## src/rtl/relu_maxpool_stream.sv

```systemverilog
// relu_maxpool_stream
//   Streaming ReLU followed by a 2x2 / stride-2 max-pool over a raster-order
//   pixel stream. Only one row of horizontal pair-maxima is buffered.
//   Trailing odd row/column of the input frame is counted but ignored.
//
// Parameters
//   IMG_W, IMG_H    input frame width / height in pixels (>= 2)
// Ports
//   clk_i           clock, rising edge
//   rst_ni          asynchronous active-low reset
//   pixel_i         signed 8-bit input pixel
//   pix_data_valid  pixel_i valid this cycle (no backpressure)
//   conv_finished   end-of-frame pulse from upstream; resynchronises counters
//   pixel_o         pooled, rectified pixel (0..127), held between pulses
//   pix_valid_o     one-cycle pulse per pooled pixel
//   pool_finished_o one-cycle pulse with the last pooled pixel of a frame
module relu_maxpool_stream #(
    parameter int IMG_W = 26,
    parameter int IMG_H = 26
) (
    input  logic       clk_i,
    input  logic       rst_ni,
    input  logic [7:0] pixel_i,
    input  logic       pix_data_valid,
    input  logic       conv_finished,
    output logic [7:0] pixel_o,
    output logic       pix_valid_o,
    output logic       pool_finished_o
);

    localparam int CW    = $clog2(IMG_W);
    localparam int RW    = $clog2(IMG_H);
    localparam int BUF_N = IMG_W / 2;
    localparam int BW    = (BUF_N > 1) ? $clog2(BUF_N) : 1;

    localparam logic [CW-1:0] COL_LAST      = CW'(IMG_W - 1);
    localparam logic [CW-1:0] COL_POOL_LAST = CW'(2 * (IMG_W / 2) - 1);
    localparam logic [RW-1:0] ROW_LAST      = RW'(IMG_H - 1);
    localparam logic [RW-1:0] ROW_POOL_LAST = RW'(2 * (IMG_H / 2) - 1);
    localparam bit            H_ODD         = (IMG_H % 2) == 1;

    typedef enum logic [1:0] {
        ROW_EVEN,
        ROW_ODD,
        DROP
    } state_t;

    state_t        state;
    logic [CW-1:0] col;
    logic [RW-1:0] row;
    logic [7:0]    hold;
    logic [7:0]    line_buf [BUF_N];

    logic [7:0]    relu;
    logic [7:0]    pair_max;
    logic [7:0]    buf_rd;
    logic [7:0]    win_max;
    logic [BW-1:0] buf_idx;
    logic          col_odd;
    logic          col_last;
    logic          row_last;
    logic          row_pool_last;
    logic          buf_wr;

    always_comb begin
        relu          = pixel_i[7] ? '0 : pixel_i;
        pair_max      = (hold > relu) ? hold : relu;
        // Truncating cast: the only out-of-range index is the ignored
        // trailing column of an odd-width frame, whose read is unused.
        buf_idx       = BW'(col >> 1);
        buf_rd        = line_buf[buf_idx];
        win_max       = (buf_rd > pair_max) ? buf_rd : pair_max;
        col_odd       = col[0];
        col_last      = (col == COL_LAST);
        row_last      = (row == ROW_LAST);
        row_pool_last = (row == ROW_POOL_LAST);
        buf_wr        = pix_data_valid && (state == ROW_EVEN) && col_odd;
    end

    // Line buffer has no reset: every entry is written on an even row
    // before the following odd row reads it.
    always_ff @(posedge clk_i) begin
        if (buf_wr) begin
            line_buf[buf_idx] <= pair_max;
        end
    end

    always_ff @(posedge clk_i or negedge rst_ni) begin
        if (!rst_ni) begin
            state           <= ROW_EVEN;
            col             <= '0;
            row             <= '0;
            hold            <= '0;
            pixel_o         <= '0;
            pix_valid_o     <= 1'b0;
            pool_finished_o <= 1'b0;
        end else begin
            pix_valid_o     <= 1'b0;
            pool_finished_o <= 1'b0;

            if (pix_data_valid) begin
                if (!col_odd) begin
                    hold <= relu;
                end

                if (state == ROW_ODD && col_odd) begin
                    pixel_o         <= win_max;
                    pix_valid_o     <= 1'b1;
                    pool_finished_o <= row_pool_last && (col == COL_POOL_LAST);
                end

                if (col_last) begin
                    col <= '0;
                    row <= row_last ? '0 : row + RW'(1);
                    case (state)
                        ROW_EVEN: state <= ROW_ODD;
                        ROW_ODD:  state <= (row_pool_last && H_ODD) ? DROP : ROW_EVEN;
                        default:  state <= ROW_EVEN;
                    endcase
                end else begin
                    col <= col + CW'(1);
                end
            end

            // Resync takes priority over the counter advance above, but the
            // same-cycle pixel has already produced its output.
            if (conv_finished) begin
                col   <= '0;
                row   <= '0;
                state <= ROW_EVEN;
            end
        end
    end

endmodule

```

## config.mk

```make
export PLATFORM = sky130hd
export DESIGN_NAME = relu_maxpool_stream
export DESIGN_NICKNAME = d
export VERILOG_FILES = /design/src/rtl/relu_maxpool_stream.sv
export SDC_FILE = /design/constraint.sdc
export NUM_CORES = 1
export LEC_CHECK = 0
export ABC_AREA = 1
export BUFFER_PORTS_ARGS = -buffer_cell sky130_fd_sc_hd__buf_2
export CAP_MARGIN = 20
export CORE_ASPECT_RATIO = 2
export CORE_MARGIN = 3
export CORE_UTILIZATION = 45
export CTS_CLUSTER_DIAMETER = 30
export CTS_CLUSTER_SIZE = 30
export DETAILED_ROUTE_END_ITERATION = 8
export GPL_TIMING_DRIVEN = 0
export MAX_ROUTING_LAYER = met4
export PLACE_DENSITY = 0.6
export SYNTH_ARGS = -nofsm -noshare
export SYNTH_HDL_FRONTEND = slang
export SYNTH_SLANG_ARGS = --single-unit
export TNS_END_PERCENT = 10
```

## constraint.sdc

```tcl
create_clock -name clk_i -period 5.8 [get_ports clk_i]
set_input_delay 0 -clock clk_i [delete_from_list [all_inputs] [get_ports clk_i]]
set_output_delay 0 -clock clk_i [all_outputs]
set_load 0.02 [all_outputs]
```

---- Word level (Yosys, flattened, before mapping) ----
Memories as Yosys holds them, arrays and structs flattened.
Cells that the tools add are included.
W data, S select, Z words.
word-level totals
  bits in registers ....................... 30
  word-level logic and storage cells ...... 46
  memories kept ........................... 1
  RAM bits ................................ 104
  bits of input ports ..................... 12
memories
  name      depth  width  rd ports  clocked after Yosys merged registers in  wr ports  line  text
  line_buf  13     8      1         0                                        1         52    logic [7:0] line_buf [BUF_N];
operators by class
  multiplexer cells ....................... 20
  reductions and logical operators ........ 10
  equal/unequal tests ..................... 3
  bitwise logic cells ..................... 1
  $lt $le $gt $ge ......................... 2
  add/subtract/negate cells ............... 2
operators by type and width
  cell                   number
  $mux W5                7
  $mux W8                2
  $add A5 B1 Y5 const B  2
  $eq A5 B5 Y1 const B   2
  $gt A8 B7 Y1           1
  $gt A8 B8 Y1           1
  $mux W1                7
  $mux W7                1
  $mux W2                3
  $reduce_and A2 Y1      3
  $logic_and A1 B1 Y1    4
  $reduce_bool A2 Y1     2
  $eq A2 B1 Y1 const B   1
  $logic_not A2 Y1       1
  $not A1 Y1             1

---- Logic depth before layout (Yosys ltp) ----
Gate-level depths: netlist of run 1.
  depth after elaboration ................. 5
  mapped depth ............................ 24
  depth with buffers taken out ............ 24

---- Least setup slack after synthesis of run 1 ----
OpenSTA, ideal clock, no wires.
  kind .................................... reg2reg
  start ................................... register hold[5]
  end ..................................... register pixel_o[0]
  setup time .............................. 116 ps
  buffers on the path ..................... 0
  stages on the path, launching flop included .. 17
  required time ........................... 5684 ps
  arrival ................................. 2661 ps
  period minus slack after synthesis ...... 2777 ps
  path slack .............................. 3023 ps
  path through ............................ dfrtp_1 > ha_1 > a21o_1 > a21oi_1 > nand2_2 > nand2_1 > nand2_1 > nand2_1 > inv_1 > ha_1 > nand2_1 > nor3_1 > a21oi_4 > inv_1 > nand3_1 > nand2_1 > nand2_1
on the way
  word-level cells in the longest chain between the ends .. 4
ends and longest elaborated chain
  item                    line  text
  from (decl)             51    logic [7:0] hold;
  from (signal assigned)  103   hold <= relu;
  $gt A8 B7 Y1            67    pair_max = (hold > relu) ? hold : relu;
  $mux W8                 67
  net pair_max[3]         55    logic [7:0] pair_max;
  $gt A8 B8 Y1            72    win_max = (buf_rd > pair_max) ? buf_rd : pair_max;
  $mux W8                 72
  to (signal assigned)    107   pixel_o <= win_max;
  to (decl)               26    output logic [7:0] pixel_o,
The timed path passes the listed nets, and every way through them passes these cells.
A chain may end at the register's enable or synchronous reset.

---- Worst setup path after layout of run 1 ----
  start ................................... input pixel_i[7]
  end ..................................... register pixel_o[2]
on the way
  word-level cells in the longest chain between the ends .. 5
ends and longest elaborated chain
  item              line  text
  from (decl)       23    input logic [7:0] pixel_i,
  $mux W7 (*)       66    relu = pixel_i[7] ? '0 : pixel_i;
  $gt A8 B7 Y1      67
  $mux W8 (*)       67
  net pair_max[3]   55
  $gt A8 B8 Y1 (*)  72
  $mux W8 (*)       72
Mark *: on every way through the listed nets, which the timed path passes. The rest lies on a longest branch.

==> metrics.txt, run 1 <==
cells traversed along the worst timing path=dlygate4sd3_1 -> buf_2 -> inv_1 -> nand2_1 -> ha_1 -> a21o_1 -> a21oi_1 -> nand2_2 -> nand2_1 -> nand2_1 -> nand2_1 -> inv_1 -> ha_1 -> nand2_1 -> nor3_1 -> a21oi_4 -> inv_1 -> nand3_1 -> nand2_1 -> nand2_1; Static Leak=3.067 nW; run status=complete, no violations; pre-CTS setup slack=2169 ps; CTS root buf=sky130_fd_sc_hd__clkbuf_16; detailed-placement wirelength estimate=10020 um; worst hold-check path type=in2reg; total clock sinks=118; source of the worst hold timing path=pixel_i[0]; critical-path cell with the highest stage delay=sky130_fd_sc_hd__dlygate4sd3_1; post-DR wirelength/cell=16.41 um; gp weighted congestion=0.8967; total number of vias=4105; Slew HR=0.5264; Layout fillers=1119; average vias per placed instance=4.994; area of the mapped netlist=5739 um^2; Unique masters post-synth=39; Final setup violation count=0; overflow left after global routing=0; effective utilization at floorplan=0.4652; Max rail drop VDD=0.3191 mV; terminating pin of the worst hold path=pixel_o[0]; final critical path time including I/O delays and setup=3702 ps; register clock-pin slew on the reported worst setup and hold paths=60 ps; total number of placement rows=57; worst skew pair latency=410 ps; register cell area after layout=3408 um^2; reg-to-reg setup timing slack=2230 ps; smallest setup slack after layout=2098 ps; Worst Setup Start Kind=primary input; cts bufs inserted=17; iteration count of the initial detailed-routing pass=4; final net count=692; power density normalized to cell area=470.7 nW/um^2; post-route clock period utilization=0.6382; die area=14230 um^2; worst-case clock skew=10.15 ps; global router's overall resource usage=0.2110; max-slew violation count=0; Sum Neg Setup Slack=0 ps; sequential-to-total area share from yosys stat=0.5939; drc violations=0; routed wire length=13490 um; input/output buffers=20; number of global-route vias before repair=4329; global-route wire length before repair=21850 um; maximum number of pins on one net before global-route repair=28; Final Instance Count excl. Fillers=822; width of the chip=85.86 um; antenna-violating nets left=0; Ports=22; number of antenna violations at the first check in global routing=0; unrepaired setup endpoints after global routing=false; mean post-synth cell area=9.486 um^2; Peak Freq=270.1 MHz; required time worst endpoint=6100 ps; most common cell after layout, fill and taps aside=sky130_fd_sc_hd__nand2_1; clock tree from TritonCTS=built; starting DRC count in detailed routing=170; Crit Reg-Reg Endpoint=pixel_o[2]; area of the multi-input gates=1994 um^2; critical path arrival=4000 ps; critical path start-end classification=in2reg; worst reg2reg path startpoint=hold[5]; area of the core=12340 um^2; number of max-cap violations=0; most frequent cells in the layout=284 x sky130_fd_sc_hd__nand2_1, 91 x sky130_fd_sc_hd__edfxtp_1, 43 x sky130_fd_sc_hd__inv_1; Clock Tree Buf Depth=2; endpoint class of the critical path=flip-flop; Most Frequent Cell on Critical Path=sky130_fd_sc_hd__nand2_1; gate count after technology mapping=605; H-tree depth reported by CTS=4; Slew @ Worst Pin=707.8 ps; share of cells above drive strength 1=0.1585; total inserted antenna cells=0; total of flip-flops plus latches after synthesis=118; net count after synthesis=635; height of the chip=165.7 um; area added between synthesis and finish=16.42%; depth of the most critical reg-to-reg path=16; Hold Path Depth=7; largest stage delay on the critical path=530 ps; total count of hold-check failures in the final report=0; CP Max Fanout=14; post-cts repair resize count=0; count of placed standard cells including taps=772; synth warn=0
worst max-delay path, delay by kind of cell:
family                     cells  cell delay (ps)
adders and majority gates      2              630
buffers and inverters          5             1110
AOI/OAI and AO/OA              3              420
and+or+nand+nor               10             1820
report_power, final:
part           total (mW)  switching [mW]  internal [mW]
Clock               0.892           0.354          0.538
Combinational        1.08           0.763          0.312
Sequential           1.18          0.0457           1.13
kinds of logic after synthesis:
group	Yosys count	share of synthesized area
AND/OR/NAND/NOR	366	0.2673
flip-flops	118	0.5939
buffers and inverters	66	0.05864
AO/OA/AOI/OAI	33	0.03554
adder cells (fa/ha/maj)	18	0.03924
XOR/XNOR	2	0.003053
other	1	0.0006534
multiplexers	1	0.001744
how the worst max path moves through the flow:
stage / start / end / slack, ps / cells past startpoint
after floorplan: hold[5] / pixel_o[0] / 3020 / 16
after global placement: pixel_i[7] / pixel_o[3] / 2260 / 18
after detailed placement: pixel_i[7] / pixel_o[2] / 2170 / 19
after CTS: pixel_i[7] / pixel_o[2] / 2060 / 20
after global routing: pixel_i[7] / pixel_o[2] / 1690 / 22
final: pixel_i[7] / pixel_o[2] / 2100 / 20
through the flow:
| step | power, mW | hold WS [ps] | utilization | instance area, um^2 |
|---|---|---|---|---|
| floorplan | 1.913 | -295.6 | - | 5739 |
| global placement | 2.237 | 46.60 | 0.4882 | 6023 |
| detailed placement | 2.276 | 58.00 | 0.4882 | 6023 |
| CTS | 3.175 | 82.57 | 0.5387 | 6646 |
| global route | 3.351 | 133.4 | 0.5415 | 6681 |
| finish | 3.145 | 100.8 | 0.5415 | 6681 |
cells in the mapped netlist (all sizes together):
cell type,instances,area (um^2)
o22ai,2,12.51
conb,1,3.750
nand4,3,25.02
edfxtp,91,2733
nor3b,1,12.51
a31oi,1,6.260
a2bb2oi,1,8.760
nand3,21,110.1
nor3,11,60.06
mux2i,1,10.01
and3,1,6.260
o21ai,5,36.28
o21bai,1,7.510
a21oi,22,125.1
xor2,2,17.52
inv,49,198.9
a21o,1,7.510
ha,18,225.2
nor2,30,155.1
buf,17,137.6
nand2,298,1159
nor4,1,6.260
dfrtp,27,675.7
sequential cells by signal (all words and copies together) (netlist names):
register         flops
col                  5
row                  5
pix_valid_o          1
line_buf            91
pixel_o              7
state                1
hold                 7
pool_finished_o      1
layer usage:
| metal | share of wire | vias to the layer above | track usage |
|---|---|---|---|
| li1 | - | 2072 | - |
| met1 | 0.36 | 1893 | 0.2052 |
| met2 | 0.56 | 96 | 0.3747 |
| met3 | 0.032 | 44 | 0.03728 |
| met4 | 0.053 | 0 | 0.1309 |
| met5 | 0 | - | - |
what timing repair did:
item,in CTS,in global routing
hold endpoints to repair,39,0
hold buffers,12,0
buffers inserted,0,0
layout make-up:
cell class	instances	share of cell area
buffer	17	0.02060
clock buffer	22	0.06648
clock inverter	10	0.008801
inverter	49	0.02978
multi-input combinational	421	0.2985
sequential	118	0.5101
tap	147	0.02753
timing repair buffer	38	0.03820
Power figures use the tool's default switching activity.
==> run 2: changes to the inputs <==
- clock period: 5.8 -> 3.5 ns (I/O delays scaled with it)
==> metrics.txt, run 2 (synthesis results as in run 1) <==
max-slew violation count=0; register clock-pin slew on the reported worst setup and hold paths=60 ps; effective utilization at floorplan=0.4652; height of the chip=165.7 um; CP Max Fanout=14; critical path start-end classification=reg2reg; Max rail drop VDD=0.4876 mV; total number of placement rows=57; final critical path time including I/O delays and setup=3202 ps; overflow left after global routing=0; cts bufs inserted=17; hold slack=10.29 ps; Worst Setup Start Kind=flip-flop; share of cells above drive strength 1=0.1704; maximum number of pins on one net before global-route repair=28; Overall Power=5.279 mW; smallest setup slack after layout=298.1 ps; area of placed instances=6023 um^2; CTS root buf=sky130_fd_sc_hd__clkbuf_16; Peak Freq=312.3 MHz; detailed-placement wirelength estimate=10020 um; run status=complete, no violations; total count of hold-check failures in the final report=0; gp weighted congestion=0.8967; power density normalized to cell area=784.2 nW/um^2; number of max-cap violations=0; routed wire length=13550 um; worst hold-check path type=in2reg; clock tree from TritonCTS=built; Static Leak=3.074 nW; area of the core=12340 um^2; total number of vias=4150; post-DR wirelength/cell=16.48 um; die area=14230 um^2; total inserted antenna cells=0; number of antenna violations at the first check in global routing=0; most frequent cells in the layout=276 x sky130_fd_sc_hd__nand2_1, 91 x sky130_fd_sc_hd__edfxtp_1, 43 x sky130_fd_sc_hd__inv_1; pre-CTS setup slack=-131.2 ps; register with the most flip-flops=line_buf; Sum Neg Setup Slack=0 ps; post-route clock period utilization=0.9148; global router's overall resource usage=0.2110; worst skew pair latency=410 ps; worst-case clock skew=10.52 ps; critical path arrival=3500 ps; antenna-violating nets left=0; post-layout instance area=6731 um^2; iteration count of the initial detailed-routing pass=5; required time worst endpoint=3800 ps; Slew @ Worst Pin=707.5 ps; total clock sinks=118; H-tree depth reported by CTS=4; endpoint class of the critical path=flip-flop; Ports=22; input/output buffers=20; starting DRC count in detailed routing=170; Slew HR=0.5266; number of flip-flops under the largest register name=91; Clock Tree Buf Depth=2; global-route wire length before repair=21870 um; most common cell after layout, fill and taps aside=sky130_fd_sc_hd__nand2_1; width of the chip=85.86 um; Layout fillers=1115; final net count=692; number of global-route vias before repair=4318; area added between synthesis and finish=17.29%; average vias per placed instance=5.049; drc violations=0; top flop regs=line_buf x91, hold x7, pixel_o x7; Final setup violation count=0; unrepaired setup endpoints after global routing=false
[run 2: cell counts in the layout (fill, tap and decap cells not counted)]
Identical to the previous run, type by type.
[run 2: metrics by stage]
| stage | std cells | util |
|---|---|---|
| after CTS | 816 | 0.5399 |
| final | 822 | 0.5456 |
| after global routing | 822 | 0.5456 |
| after global placement | 772 | 0.4882 |
| after floorplan | 605 | - |
| after detailed placement | 772 | 0.4882 |
[run 2: final timing paths]
check | from | end | slack [ps] | cells past startpoint
min in group asynchronous | rst_ni | hold[4] | 140 | 2
worst min register to register | pixel_o[5] | pixel_o[5] | 480 | 2
worst min-delay path | pixel_i[7] | hold[3] | 10 | 4
worst max register to register | hold[6] | pixel_o[2] | 300 | 15
worst max-delay path | hold[6] | pixel_o[2] | 300 | 15
max in group asynchronous | rst_ni | col[4] | 2930 | 2
[run 2: what timing repair did]
| item | in CTS | in global routing |
|---|---|---|
| setup buffers | 0 | 0 |
| hold endpoints to repair | 39 | 0 |
| hold buffers | 12 | 0 |
| gates resized for setup | 6 | 8 |
| setup endpoints to repair | 7 | 7 |
| cloned | 0 | 0 |
[run 2: layout make-up]
type / instances / area [um^2] / share of cell area
Buffer: 17 / 137.6 / 0.02045
Clock buffer: 22 / 444.2 / 0.06599
Clock inverter: 10 / 58.81 / 0.008736
Inverter: 49 / 198.9 / 0.02955
Multi-Input combinational cell: 421 / 2044 / 0.3037
Sequential cell: 118 / 3408 / 0.5063
Tap cell: 147 / 183.9 / 0.02732
Timing Repair Buffer: 38 / 255.2 / 0.03792
[run 2: worst max-delay path, cell delays in order, from the launching register on]
cell	delay [ps]
sky130_fd_sc_hd__dfrtp_1	400
sky130_fd_sc_hd__ha_1	300
sky130_fd_sc_hd__and3_1	210
sky130_fd_sc_hd__nand4_2	230
sky130_fd_sc_hd__nand2_2	230
sky130_fd_sc_hd__nand2_1	130
sky130_fd_sc_hd__nand2_4	200
sky130_fd_sc_hd__inv_1	70
sky130_fd_sc_hd__ha_1	300
sky130_fd_sc_hd__nand2_1	70
sky130_fd_sc_hd__nor3_1	320
sky130_fd_sc_hd__a21oi_4	110
sky130_fd_sc_hd__inv_1	200
sky130_fd_sc_hd__nand3_1	110
sky130_fd_sc_hd__nand2_1	130
sky130_fd_sc_hd__nand2_1	70
[run 2: power by group]
group	internal [mW]	total, mW	switching, mW
clock	0.891	1.48	0.590
sequential	1.87	1.94	0.0766
combinational	0.550	1.85	1.30
[run 2: metal layers]
| metal | global-route usage | routed length (um) |
|---|---|---|
| met4 | 0.1227 | 671 |
| met1 | 0.2061 | 4859 |
| met3 | 0.03678 | 411 |
| met5 | - | 0 |
| met2 | 0.3780 | 7608 |
==> run 3: changes to the inputs <==
- CORE_ASPECT_RATIO: 2 -> not set
==> metrics.txt, run 3 (synthesis results as in run 1) <==
run status=complete, no violations; cts bufs inserted=17; global router's overall resource usage=0.2103; area added between synthesis and finish=19.14%; source of the worst hold timing path=pixel_i[7]; height of the chip=118.9 um; gp weighted congestion=0.8378; CP delay by family, top=simple AND/OR/NAND/NOR gates; count of placed standard cells including taps=796; depth of the most critical reg-to-reg path=16; Slew @ Worst Pin=1076 ps; average vias per placed instance=4.936; number of flip-flops under the largest register name=91; global-route wire length before repair=21950 um; final net count=694; top flop regs=line_buf x91, hold x7, pixel_o x7; total clock sinks=118; Slew HR=0.2769; largest stage delay on the critical path=400 ps; die area=14150 um^2; routed wire length=13530 um; register clock-pin slew on the reported worst setup and hold paths=50 ps; clock tree from TritonCTS=built; total count of hold-check failures in the final report=0; maximum number of pins on one net before global-route repair=28; total number of placement rows=40; Final Instance Count excl. Fillers=845; H-tree depth reported by CTS=4; worst-case clock skew=6.051 ps; Max rail drop VDD=0.4765 mV; starting DRC count in detailed routing=249; iteration count of the initial detailed-routing pass=5; Hold Path Depth=4; count of buffer and inverter cells on the critical path=2; power density normalized to cell area=798.5 nW/um^2; area of the core=12260 um^2; Sum Neg Setup Slack=0 ps; number of global-route vias before repair=4104; endpoint class of the critical path=flip-flop; share of cells above drive strength 1=0.1640; input/output buffers=20; worst reg2reg path startpoint=hold[5]; Worst Setup Start Kind=flip-flop; worst skew pair latency=410 ps; critical path start-end classification=reg2reg; Static Leak=3.112 nW; post-DR wirelength/cell=16.01 um; critical path arrival=3470 ps; critical path launch point=hold[5]; overflow left after global routing=0; Peak Freq=315.6 MHz; CP Max Fanout=14; number of max-cap violations=0; detailed-placement wirelength estimate=9278 um; post-route clock period utilization=0.9054; cell depth of the worst setup path=16; CTS root buf=sky130_fd_sc_hd__clkbuf_16; unrepaired setup endpoints after global routing=false; max-slew violation count=0; total number of vias=4171; width of the chip=118.9 um; critical-path cell with the highest stage delay=sky130_fd_sc_hd__dfrtp_1; Layout fillers=1108; number of antenna violations at the first check in global routing=0; Clock Tree Buf Depth=2; most frequent cells in the layout=277 x sky130_fd_sc_hd__nand2_1, 91 x sky130_fd_sc_hd__edfxtp_1, 43 x sky130_fd_sc_hd__inv_1; Most Frequent Cell on Critical Path=sky130_fd_sc_hd__nand2_1; Ports=22; register with the most flip-flops=line_buf; worst hold-check path type=in2reg; antenna-violating nets left=0; total inserted antenna cells=0; effective utilization at floorplan=0.4681; required time worst endpoint=3810 ps; Final setup violation count=0; drc violations=0; cells traversed along the worst timing path=ha_1 -> a21o_1 -> a21oi_1 -> nand2_2 -> nand2_1 -> nand2_1 -> nand2_4 -> inv_1 -> ha_1 -> nand2_1 -> nor3_1 -> a21oi_4 -> inv_1 -> nand3_1 -> nand2_1 -> nand2_1; most common cell after layout, fill and taps aside=sky130_fd_sc_hd__nand2_1; final critical path time including I/O delays and setup=3169 ps
==> run 3: cell count changes in the layout (fill, tap and decap cells not counted), moves of 2 or more <==
cell | previous run | this run
sky130_fd_sc_hd__clkbuf_8 | 0 | 2
sky130_fd_sc_hd__dlygate4sd3_1 | 12 | 15
sky130_fd_sc_hd__bufinv_16 | 0 | 2
sky130_fd_sc_hd__clkinvlp_4 | 4 | 0
sky130_fd_sc_hd__clkinv_2 | 5 | 3
sky130_fd_sc_hd__buf_4 | 6 | 8
sky130_fd_sc_hd__buf_2 | 29 | 26
==> run 3: repair_timing <==
| action | in CTS | in global routing |
|---|---|---|
| buffers inserted | 0 | 0 |
| endpoints found under the setup margin | 0 | 7 |
| endpoints found under the hold margin | 40 | 0 |
| hold buffers | 15 | 0 |
| gates resized for setup | 0 | 13 |
==> run 3: metrics by stage <==
stage / util / power [mW] / instance area (um^2) / worst slack, ps / hold WS [ps]
final: 0.5577 / 5.460 / 6838 / 331.0 / 16.67
after global routing: 0.5577 / 5.800 / 6838 / 26.93 / 51.45
after detailed placement: 0.4950 / 3.759 / 6070 / 23.82 / 48.28
after global placement: 0.4934 / 3.705 / 6050 / 153.5 / 38.32
after CTS: 0.5528 / 5.427 / 6778 / 16.64 / 7.417
after floorplan: - / 3.170 / 5739 / 722.8 / -295.6
==> run 3: area by class of cell <==
cell class	count	area (um^2)	area share
well taps	168	210.2	0.03074
clock buffers	25	475.5	0.06953
inverters	49	198.9	0.02909
multi-input cells	421	2042	0.2986
flip-flops and latches	118	3408	0.4984
clock inverters	7	82.58	0.01208
plain buffers	17	137.6	0.02013
repair buffers	40	282.8	0.04135
==> run 3: worst reg2reg max path, cell delays in order (launching register included) <==
cell and delay [ps]:
sky130_fd_sc_hd__dfrtp_1 400, sky130_fd_sc_hd__ha_1 320, sky130_fd_sc_hd__a21o_1 160, sky130_fd_sc_hd__a21oi_1 160, sky130_fd_sc_hd__nand2_2 140, sky130_fd_sc_hd__nand2_1 200
sky130_fd_sc_hd__nand2_1 150, sky130_fd_sc_hd__nand2_4 220, sky130_fd_sc_hd__inv_1 90, sky130_fd_sc_hd__ha_1 280, sky130_fd_sc_hd__nand2_1 60, sky130_fd_sc_hd__nor3_1 320
sky130_fd_sc_hd__a21oi_4 100, sky130_fd_sc_hd__inv_1 190, sky130_fd_sc_hd__nand3_1 140, sky130_fd_sc_hd__nand2_1 90, sky130_fd_sc_hd__nand2_1 40
==> run 3: per-layer routing <==
layer,vias up,GRT usage,routed length [um],part of all wire
met5,-,-,0,0
met1,1985,0.2855,6478,0.48
li1,2081,-,-,-
met3,12,0.04274,573,0.042
met4,0,0.07096,145,0.011
met2,93,0.3187,6332,0.47
==> run 3: final timing paths <==
check / to / slack, ps
setup / recovery: pixel_o[0] / 330
setup reg to reg: pixel_o[0] / 330
hold / removal: hold[6] / 20
hold reg to reg: pixel_o[4] / 470
min in group asynchronous: col[1] / 150
max in group asynchronous: hold[0] / 2940
==> run 3: power by group <==
part	internal [mW]	leakage [nW]	switching [mW]
Clock	1.07	0.274	0.576
Combinational	0.553	1.66	1.31
Sequential	1.87	1.17	0.0744
Total	3.49	3.11	1.97
